File: config.mk
export PLATFORM = sky130hd
export DESIGN_NAME = alu_display_unit
export DESIGN_NICKNAME = d
export VERILOG_FILES = /design/src/rtl/alu_display_pkg.sv /design/src/rtl/sseg_scan.sv /design/src/rtl/alu_display_unit.sv
export SDC_FILE = /design/constraint.sdc
export NUM_CORES = 1
export LEC_CHECK = 0
export BUFFER_PORTS_ARGS = -buffer_cell sky130_fd_sc_hd__buf_4
export CORE_ASPECT_RATIO = 1.1
export CORE_MARGIN = 2
export CORE_UTILIZATION = 36
export DETAILED_ROUTE_END_ITERATION = 10
export PLACE_DENSITY = 0.63
export REMOVE_ABC_BUFFERS = 1
export SYNTH_ARGS = -nofsm -noshare
export SYNTH_HDL_FRONTEND = slang
export SYNTH_SLANG_ARGS = --single-unit
File: constraint.sdc
create_clock -name clk -period 3.5 [get_ports clk]
set_input_delay 0.525 -clock clk [delete_from_list [all_inputs] [get_ports clk]]
set_output_delay 0.525 -clock clk [all_outputs]
set_load 0.02 [all_outputs]
File: src/rtl/alu_display_pkg.sv
// Shared types and helpers for the ALU/display block: opcodes, display select,
// hex-to-7-segment decode (active-low {g,f,e,d,c,b,a}) and the blank pattern.
package alu_display_pkg;

  typedef enum logic [2:0] {
    OP_ADD  = 3'd0,
    OP_SUB  = 3'd1,
    OP_AND  = 3'd2,
    OP_OR   = 3'd3,
    OP_XOR  = 3'd4,
    OP_SLL  = 3'd5,
    OP_SRL  = 3'd6,
    OP_PASS = 3'd7
  } alu_op_t;

  typedef enum logic [1:0] {
    SHOW_RES = 2'd0,
    SHOW_A   = 2'd1,
    SHOW_B   = 2'd2,
    SHOW_OP  = 2'd3
  } show_sel_t;

  localparam logic [6:0] SSEG_BLANK = 7'h7F;

  function automatic logic [6:0] hex_to_sseg(input logic [3:0] nib);
    logic [6:0] seg;
    case (nib)
      4'h0: seg = 7'b1000000;
      4'h1: seg = 7'b1111001;
      4'h2: seg = 7'b0100100;
      4'h3: seg = 7'b0110000;
      4'h4: seg = 7'b0011001;
      4'h5: seg = 7'b0010010;
      4'h6: seg = 7'b0000010;
      4'h7: seg = 7'b1111000;
      4'h8: seg = 7'b0000000;
      4'h9: seg = 7'b0010000;
      4'hA: seg = 7'b0001000;
      4'hB: seg = 7'b0000011;
      4'hC: seg = 7'b1000110;
      4'hD: seg = 7'b0100001;
      4'hE: seg = 7'b0000110;
      default: seg = 7'b0001110;
    endcase
    return seg;
  endfunction

endpackage

File: src/rtl/sseg_scan.sv
// Multiplexed 7-segment scanner: prescaler, digit counter, leading-zero blanking.
// Segments and anodes are registered together from the next scan position.
module sseg_scan
  import alu_display_pkg::*;
#(
  parameter int DIGITS      = 4,
  parameter int REFRESH_DIV = 16
) (
  input  logic                  clk,
  input  logic                  rst_n,
  input  logic [4*DIGITS-1:0]   value,
  input  logic                  blank_lz,
  output logic [6:0]            segments,
  output logic [DIGITS-1:0]     anodes
);

  localparam int PW = (REFRESH_DIV > 1) ? $clog2(REFRESH_DIV) : 1;
  localparam int DW = (DIGITS > 1) ? $clog2(DIGITS) : 1;

  logic [PW-1:0]     presc_q, presc_d;
  logic [DW-1:0]     digit_q, digit_d;
  logic [DIGITS-1:0] lz_zero;
  logic [DIGITS-1:0] anodes_d;
  logic [6:0]        seg_d;
  logic [3:0]        nib;
  logic              blank;
  logic              above_zero;

  always_comb begin
    presc_d = presc_q + 1'b1;
    digit_d = digit_q;
    if (presc_q == PW'(REFRESH_DIV - 1)) begin
      presc_d = '0;
      digit_d = (digit_q == DW'(DIGITS - 1)) ? '0 : digit_q + 1'b1;
    end
  end

  // lz_zero[i]: nibble i and every nibble above it are zero
  always_comb begin
    lz_zero    = '0;
    above_zero = 1'b1;
    for (int i = DIGITS - 1; i >= 0; i--) begin
      above_zero = above_zero && (value[4*i +: 4] == 4'h0);
      lz_zero[i] = above_zero;
    end
  end

  // Outputs are computed for the position the counters move to on this edge,
  // so the registered anode and segment pattern always agree.
  always_comb begin
    anodes_d = '1;
    nib      = 4'h0;
    blank    = 1'b0;
    for (int i = 0; i < DIGITS; i++) begin
      if (digit_d == DW'(i)) begin
        nib         = value[4*i +: 4];
        anodes_d[i] = 1'b0;
        blank       = blank_lz && (i != 0) && lz_zero[i];
      end
    end
    seg_d = blank ? SSEG_BLANK : hex_to_sseg(nib);
  end

  always_ff @(posedge clk or negedge rst_n) begin
    if (!rst_n) begin
      presc_q  <= '0;
      digit_q  <= '0;
      segments <= 7'b1000000;
      anodes   <= ~DIGITS'(1);
    end else begin
      presc_q  <= presc_d;
      digit_q  <= digit_d;
      segments <= seg_d;
      anodes   <= anodes_d;
    end
  end

endmodule

File: src/rtl/alu_display_unit.sv
// ALU with operand/opcode/result registers and flags, feeding a scanned
// 7-segment display of any selected register.
module alu_display_unit
  import alu_display_pkg::*;
#(
  parameter int WIDTH       = 16,
  parameter int DIGITS      = 4,
  parameter int REFRESH_DIV = 16
) (
  input  logic              clk,
  input  logic              reset,
  input  logic              load_A,
  input  logic              load_B,
  input  logic              load_Op,
  input  logic              updateRes,
  input  logic [WIDTH-1:0]  data_in,
  input  logic [1:0]        show_sel,
  input  logic              blank_lz,
  output logic [6:0]        Segments,
  output logic [DIGITS-1:0] Anodes,
  output logic [3:0]        LEDs
);

  localparam int MSB = WIDTH - 1;
  localparam int VW  = 4 * DIGITS;

  logic [WIDTH-1:0] a_q, b_q, res_q;
  alu_op_t          op_q;
  logic [3:0]       leds_q;

  logic [WIDTH:0]   sum_ext, diff_ext;
  logic [WIDTH-1:0] alu_res;
  logic             alu_c, alu_v;
  logic [WIDTH-1:0] sel_val;
  logic [VW-1:0]    disp_val;

  assign sum_ext  = {1'b0, a_q} + {1'b0, b_q};
  assign diff_ext = {1'b0, a_q} - {1'b0, b_q};

  always_comb begin
    alu_res = '0;
    alu_c   = 1'b0;
    alu_v   = 1'b0;
    case (op_q)
      OP_ADD: begin
        alu_res = sum_ext[MSB:0];
        alu_c   = sum_ext[WIDTH];
        alu_v   = (a_q[MSB] == b_q[MSB]) && (sum_ext[MSB] != a_q[MSB]);
      end
      OP_SUB: begin
        // the extra bit of the unsigned difference is the borrow
        alu_res = diff_ext[MSB:0];
        alu_c   = diff_ext[WIDTH];
        alu_v   = (a_q[MSB] != b_q[MSB]) && (diff_ext[MSB] != a_q[MSB]);
      end
      OP_AND:  alu_res = a_q & b_q;
      OP_OR:   alu_res = a_q | b_q;
      OP_XOR:  alu_res = a_q ^ b_q;
      OP_SLL: begin
        alu_res = {a_q[MSB-1:0], 1'b0};
        alu_c   = a_q[MSB];
      end
      OP_SRL: begin
        alu_res = {1'b0, a_q[MSB:1]};
        alu_c   = a_q[0];
      end
      default: alu_res = b_q;
    endcase
  end

  always_ff @(posedge clk or negedge reset) begin
    if (!reset) begin
      a_q    <= '0;
      b_q    <= '0;
      op_q   <= OP_ADD;
      res_q  <= '0;
      leds_q <= '0;
    end else begin
      if (load_A)  a_q  <= data_in;
      if (load_B)  b_q  <= data_in;
      if (load_Op) op_q <= alu_op_t'(data_in[2:0]);
      if (updateRes) begin
        res_q  <= alu_res;
        leds_q <= {alu_res[MSB], (alu_res == '0), alu_c, alu_v};
      end
    end
  end

  assign LEDs = leds_q;

  always_comb begin
    case (show_sel_t'(show_sel))
      SHOW_RES: sel_val = res_q;
      SHOW_A:   sel_val = a_q;
      SHOW_B:   sel_val = b_q;
      default:  sel_val = {{(WIDTH-3){1'b0}}, op_q};
    endcase
  end

  generate
    if (WIDTH >= VW) begin : g_trunc
      assign disp_val = sel_val[VW-1:0];
    end else begin : g_zext
      assign disp_val = {{(VW-WIDTH){1'b0}}, sel_val};
    end
  endgenerate

  sseg_scan #(
    .DIGITS     (DIGITS),
    .REFRESH_DIV(REFRESH_DIV)
  ) u_scan (
    .clk     (clk),
    .rst_n   (reset),
    .value   (disp_val),
    .blank_lz(blank_lz),
    .segments(Segments),
    .anodes  (Anodes)
  );

endmodule

==> out/metrics.cfg, run 1 <==
[outcome]
status=finished, final reports clean

[cts]
root_buffer=clkbuf_16
clockBufferDepth=2
tritoncts=yes
ctsResizeCount=0
cts_sinks=71
cts_setup_buffers=0
h-tree-depth=3
cts_inserted_buffers=9
holdBufCountCts=0
worstSkewPairLatency_ns=0.35
cts.clk_slew.worst_paths_ns=0.06

[finish]
final_cells=1057
antennaDiodeCount=0
area_growth_syn_to_layout_pct=14.09
fin_nets=898
postLayoutCellArea_um2=7336
drive_above_1_share_pct=15.87
utilization_pct=41.65
nFillCells=1825

[worst_setup_path]
start_kind=flip-flop
critical_path_required_ns=3.80
arrival_ns=3.62
cp_slowest_cell=dfrtp_1
path_max_fanout=7
cp_cell_sequence=inv_1 > ha_1 > o21bai_1 > a221o_1 > a41oi_2 > a2111oi_4 > o22ai_1 > o221a_2 > nor3_2 > mux2_2
critPathCaptureType=flip-flop
critical-path-max-stage-delay_ns=0.51
path_class=flip-flop to flip-flop

[logic_synthesis]
ys_seq_area_share_pct=27.71
synthFlopType=dfrtp_1
synth-seq-cells=71
avgSynthCellArea_um2=8.160
postSynth.asyncResetShare_pct=100.0
synthesis.area_um2=6430
synth_top_area_share_pct=26.08
yosys.area.top_type=dfrtp_1
synthTopCellsByArea=dfrtp_1 26%, ha_1 11%, o21ai_0 5.8%
synthCells=788
synth_cell_types=88
yosys_warnings=0
synth_edf_count=0

[timing]
hold_violations=0
max_freq_mhz=301.1
finalSetupViolCount=0
rsz0062_at_grt=no
tightest_slew_ns=0.9506
setup_tns_ns=0
post-route-min-period_ns=3.321
fin_worst_skew_ns=0.006814
slew_viol_final=0
max-slew-margin-rel_pct=36.63
layout_worst_path_cycle_share_pct=94.89

[place]
dp_cells=1041
placed_cell_area_um2=7007
gp_congestion=1.021
hpwlAfterDp_mm=15.37
numPortBuffers=39

[power_and_ir_drop]
ir_worst_vdd_mv=0.2599
power.density_nw_per_um2=464.9
leakagePower_nw=3.206

[floorplan]
num_io_pins=40
start_util_pct=36.51
die_h_um=144.2
dieArea_um2=18950
core_um2=17610
rows=51
die_width_um=131.4

[global_routing]
gr-total-overflow=0
grt_antenna_before_repair=0
grtUsageTotal_pct=22.43
grt_max_degree=72
grt_pass1_vias=5990
grt_pass1_wl_mm=33.16

[route]
drtIter0Drc=588
drt-total-wl_mm=20.84
routed_via_density=5.852
ant_nets=0
wl_per_cell_um=19.71
drcViolationCount=0
num_vias=6186
first_pass_iters=6

[hold_path]
min_path_type=input pin to async pin

[job]
maxCapViolCount=0

[state kept, by name (all words and copies together), names as in the netlist]
register,flops
LEDs,3
a_q,16
b_q,16
op_q,3
res_q,16
u_scan.anodes,4
u_scan.digit_q,2
u_scan.presc_q,4
u_scan.segments,7
[synth_stat cells, types with 5 or more instances]
| cell | count |
|---|---|
| nand3_1 | 21 |
| o211ai_1 | 15 |
| buf_4 | 5 |
| nor3_1 | 15 |
| inv_1 | 57 |
| a21o_1 | 9 |
| ha_1 | 57 |
| nor2_1 | 40 |
| nor2b_1 | 10 |
| nor3b_1 | 5 |
| buf_2 | 17 |
| mux2_2 | 10 |
| a21oi_1 | 70 |
| mux2i_1 | 24 |
| o22ai_1 | 7 |
| dfrtp_1 | 67 |
| nand2b_1 | 8 |
| a221oi_1 | 5 |
| or3_1 | 6 |
| a31oi_1 | 12 |
| clkbuf_1 | 29 |
| a211oi_1 | 11 |
| o21ai_0 | 74 |
| nand2_1 | 91 |
[cell usage in the layout, fill, tap and decap left out, types with 7 or more instances in the layout]
cell type,count
a211oi_1,11
a21o_1,9
a21oi_1,70
a31oi_1,12
buf_4,69
clkbuf_16,9
dfrtp_1,67
ha_1,57
inv_1,57
mux2_2,10
mux2i_1,24
nand2_1,91
nand2b_1,8
nand3_1,21
nor2_1,40
nor2b_1,10
nor3_1,14
o211ai_1,15
o21ai_0,74
o22ai_1,7
[final timing paths]
check	startpoint	end	slack, ns	depth (start not counted)
min	reset	b_q[2]	0.32	1
max reg2reg	a_q[1]	res_q[15]	0.18	10
min reg2reg	u_scan.presc_q[0]	u_scan.presc_q[0]	0.48	1
max	a_q[1]	res_q[15]	0.18	10
max in group asynchronous	reset	b_q[11]	2.56	1
min in group clk	data_in[5]	a_q[5]	0.38	3
[final cells by class]
cell class | count | area, µm² | share of cell area (%)
repair buffers | 70 | 538.0 | 7.334
inverters | 60 | 225.2 | 3.070
clock inverters | 7 | 103.9 | 1.416
flip-flops and latches | 71 | 1782 | 24.29
well taps | 238 | 297.8 | 4.059
multi-input cells | 602 | 4164 | 56.76
clock buffers | 9 | 225.2 | 3.070
[where the power goes]
group | switching (mW) | internal, mW | total, mW
logic | 0.801 | 0.518 | 1.32
registers | 0.114 | 0.942 | 1.06
clock network | 0.402 | 0.634 | 1.04
[worst max-delay path, delay by kind of cell (launching register included)]
family                     cells  cell delay (ns)
AOI/OAI and AO/OA              6             1.77
DFF                            1             0.51
adders and majority gates      1             0.36
and+or+nand+nor                1             0.26
muxes                          1             0.21
buffers and inverters          1             0.14
[kinds of logic (layout without fill, tap and decap cells)]
group | Yosys count | in the layout | share of synthesized area, %
multiplexers | 38 | 38 | 6.889
AND/OR/NAND/NOR | 222 | 222 | 16.46
XOR/XNOR | 6 | 6 | 0.8174
AO/OA/AOI/OAI | 277 | 277 | 28.72
adder cells (fa/ha/maj) | 59 | 59 | 11.71
buffers and inverters | 115 | 146 | 7.686
flip-flops | 71 | 71 | 27.71
[per-stage QoR]
step | hold slack (ns) | total power [mW] | setup slack [ns]
final | 0.3221 | 3.411 | 0.1789
after detailed placement | 0.4661 | 2.358 | 0.3191
after floorplan | 0.2294 | 1.899 | 0.5373
after CTS | 0.3611 | 3.405 | 0.2507
after global routing | 0.3902 | 3.598 | 0.01163
after global placement | 0.4636 | 2.355 | 0.3030
[per-layer routing]
layer	global-route usage, %	vias to the layer above	wire length, µm	share of wire, %
met3	4.767	69	1685	8.1
met1	28.31	2920	8835	42
li1	-	2901	-	-
met5	0	-	0	0
met4	11.44	0	850	4.1
met2	36.48	296	9463	45
(Power assumes the default switching activity.)
==> inputs of run 2 (changes only) <==
==> constraint.sdc (replaced) <==
create_clock -name clk -period 3.9 [get_ports clk]
set_input_delay 0.585 -clock clk [delete_from_list [all_inputs] [get_ports clk]]
set_output_delay 0.585 -clock clk [all_outputs]
set_load 0.02 [all_outputs]
==> run 2 against run 1 <==
Hold slack gained 0.055 ns. Non-clock buffer count down 10. Combinational power decreased by 12%. Total power shrank 9.3%. Final area down 0.80%. Clock skew increased by 0.00073 ns. Routed wire length is 3.4% lower. Clock-buffer cell count is the same. First-iteration DRC count is 11% higher. Register-to-register slack better by 0.33 ns. Largest cell class unchanged.
==> out/metrics.cfg, run 2 (same netlist as run 1, synthesis figures left out) <==
[timing]
fin_worst_skew_ns=0.007540  ; +0.0007262 ns
tightest_slew_ns=0.9140  ; -0.03656 ns
setup_tns_ns=0  ; unchanged
slew_viol_final=0  ; unchanged
finalSetupViolCount=0  ; unchanged
max_freq_mhz=295.1  ; -2.0%
hold_violations=0  ; unchanged
layout_worst_path_cycle_share_pct=86.90  ; -8.0 points
rsz0062_at_grt=no
post-route-min-period_ns=3.389  ; +0.06782 ns
max-slew-margin-rel_pct=39.07  ; +2.4 points

[route]
num_vias=6083  ; -1.7%
routed_via_density=5.810  ; -0.73%
wl_per_cell_um=19.22  ; -2.5%
first_pass_iters=5  ; -1
drcViolationCount=0  ; unchanged
ant_nets=0  ; unchanged
drt-total-wl_mm=20.13  ; -3.4%
drtIter0Drc=653  ; +11%

[cts]
cts_inserted_buffers=9  ; unchanged
worstSkewPairLatency_ns=0.35  ; about the same
cts.clk_slew.worst_paths_ns=0.06  ; about the same
h-tree-depth=3  ; unchanged
tritoncts=yes
clockBufferDepth=2  ; unchanged
cts_sinks=71  ; unchanged
holdBufCountCts=0  ; unchanged
root_buffer=clkbuf_16
ctsResizeCount=0  ; unchanged
cts_setup_buffers=0  ; unchanged

[floorplan]
core_um2=17610  ; unchanged
start_util_pct=36.51  ; unchanged
rows=51  ; unchanged
num_io_pins=40  ; unchanged
die_width_um=131.4  ; unchanged
die_h_um=144.2  ; unchanged
dieArea_um2=18950  ; unchanged

[global_routing]
grt_antenna_before_repair=0  ; unchanged
grtUsageTotal_pct=21.79  ; -0.64 points
grt_max_degree=72  ; unchanged
grt_pass1_vias=5909  ; -1.4%
grt_pass1_wl_mm=32.37  ; -2.4%
gr-total-overflow=0  ; unchanged

[worst_setup_path]
cp_cell_sequence=inv_1 > ha_1 > a21oi_1 > o311ai_1 > o22a_1 > a41o_1 > a31o_2 > o221a_2 > nor3_2 > mux2_2
critical-path-max-stage-delay_ns=0.63  ; +0.12 ns
path_max_fanout=16  ; +9
cp_slowest_cell=ha_1
start_kind=flip-flop
path_class=flip-flop to flip-flop
critPathCaptureType=flip-flop
arrival_ns=3.62  ; about the same
critical_path_required_ns=4.13  ; +0.33 ns

[job]
maxCapViolCount=0  ; unchanged

[finish]
utilization_pct=41.32  ; -0.33 points
area_growth_syn_to_layout_pct=13.17
register_area_um2=1782  ; unchanged
fin_nets=888  ; -1.1%
largest_registers=a_q x16, b_q x16, res_q x16
multiInputGateArea_um2=4164  ; unchanged
antennaDiodeCount=0  ; unchanged
layout_common_cells=91 x nand2_1, 74 x o21ai_0, 70 x a21oi_1
final_cells=1047  ; -0.95%
nFillCells=1828  ; +0.16%
layout_commonest_cell=nand2_1
drive_above_1_share_pct=14.83  ; -1.0 points

[power_and_ir_drop]
power_mw=3.093  ; -9.3%
power.density_nw_per_um2=425.1  ; -8.6%
ir_worst_vdd_mv=0.2099  ; -19%
leakagePower_nw=3.171  ; -1.1%

[place]
hpwlAfterDp_mm=14.72  ; -4.2%
dp_cells=1031  ; -0.96%
numPortBuffers=39  ; unchanged
gp_congestion=0.9769  ; -4.3%

[outcome]
status=finished, final reports clean

[hold_path]
min_path_type=input pin to async pin

==> run 2: changes by cell type in the layout (fill, tap and decap cells not counted), sizes merged <==
| cell | before | now |
|---|---|---|
| clkinvlp | 2 | 1 |
| buf | 70 | 60 |
| clkinv | 1 | 3 |
| inv | 62 | 60 |
| bufinv | 2 | 3 |
==> run 2: routing by layer <==
metal	vias up	track usage, %	routed length, µm
met5	-	0	0
met4	0	10.01	746
met3	62	4.136	1385
met2	238	35.02	8995
met1	2902	28.57	8999
li1	2881	-	-
==> run 2: worst max-delay path, delay by kind of cell, from the launching register on <==
kind / cells / cell delay [ns]
mux: 1 / 0.26
flops: 1 / 0.54
buf+inv: 1 / 0.11
fa+ha+maj: 1 / 0.63
simple gates: 1 / 0.06
compound gates: 6 / 1.65
==> run 2: worst paths after layout <==
kind | from | endpoint | slack, ns | depth (start not counted)
max in group asynchronous | reset | b_q[12] | 2.94 | 1
worst min-delay path | reset | b_q[3] | 0.38 | 1
worst min register to register | u_scan.presc_q[0] | u_scan.presc_q[0] | 0.48 | 1
worst max-delay path | a_q[6] | res_q[15] | 0.51 | 10
min in group clk | data_in[6] | a_q[6] | 0.45 | 3
worst max register to register | a_q[6] | res_q[15] | 0.51 | 10
==> run 2: metrics by stage <==
stage / setup slack, ns / hold slack, ns / instance area [µm²]
final: 0.5111 / 0.3773 / 7277
after global routing: 0.3821 / 0.4525 / 7277
after CTS: 0.5891 / 0.4181 / 7277
after detailed placement: 0.6314 / 0.4690 / 6932
after global placement: 0.6033 / 0.4704 / 6932
after floorplan: 0.9373 / 0.2894 / 6161
==> run 2: area by class of cell <==
cell class,instances,share of cell area [%]
Multi-Input combinational cell,602,57.22
Sequential cell,71,24.48
Timing Repair Buffer,60,6.362
Tap cell,238,4.092
Clock buffer,9,3.095
Inverter,60,3.095
Clock inverter,7,1.651
==> run 2: power by group <==
part           leakage (nW)  internal, mW  switching [mW]  total (mW)
combinational          2.16         0.454           0.701        1.16
clock                 0.166         0.627           0.354       0.982
sequential            0.847         0.845           0.112       0.957
total                  3.17          1.93            1.17        3.09
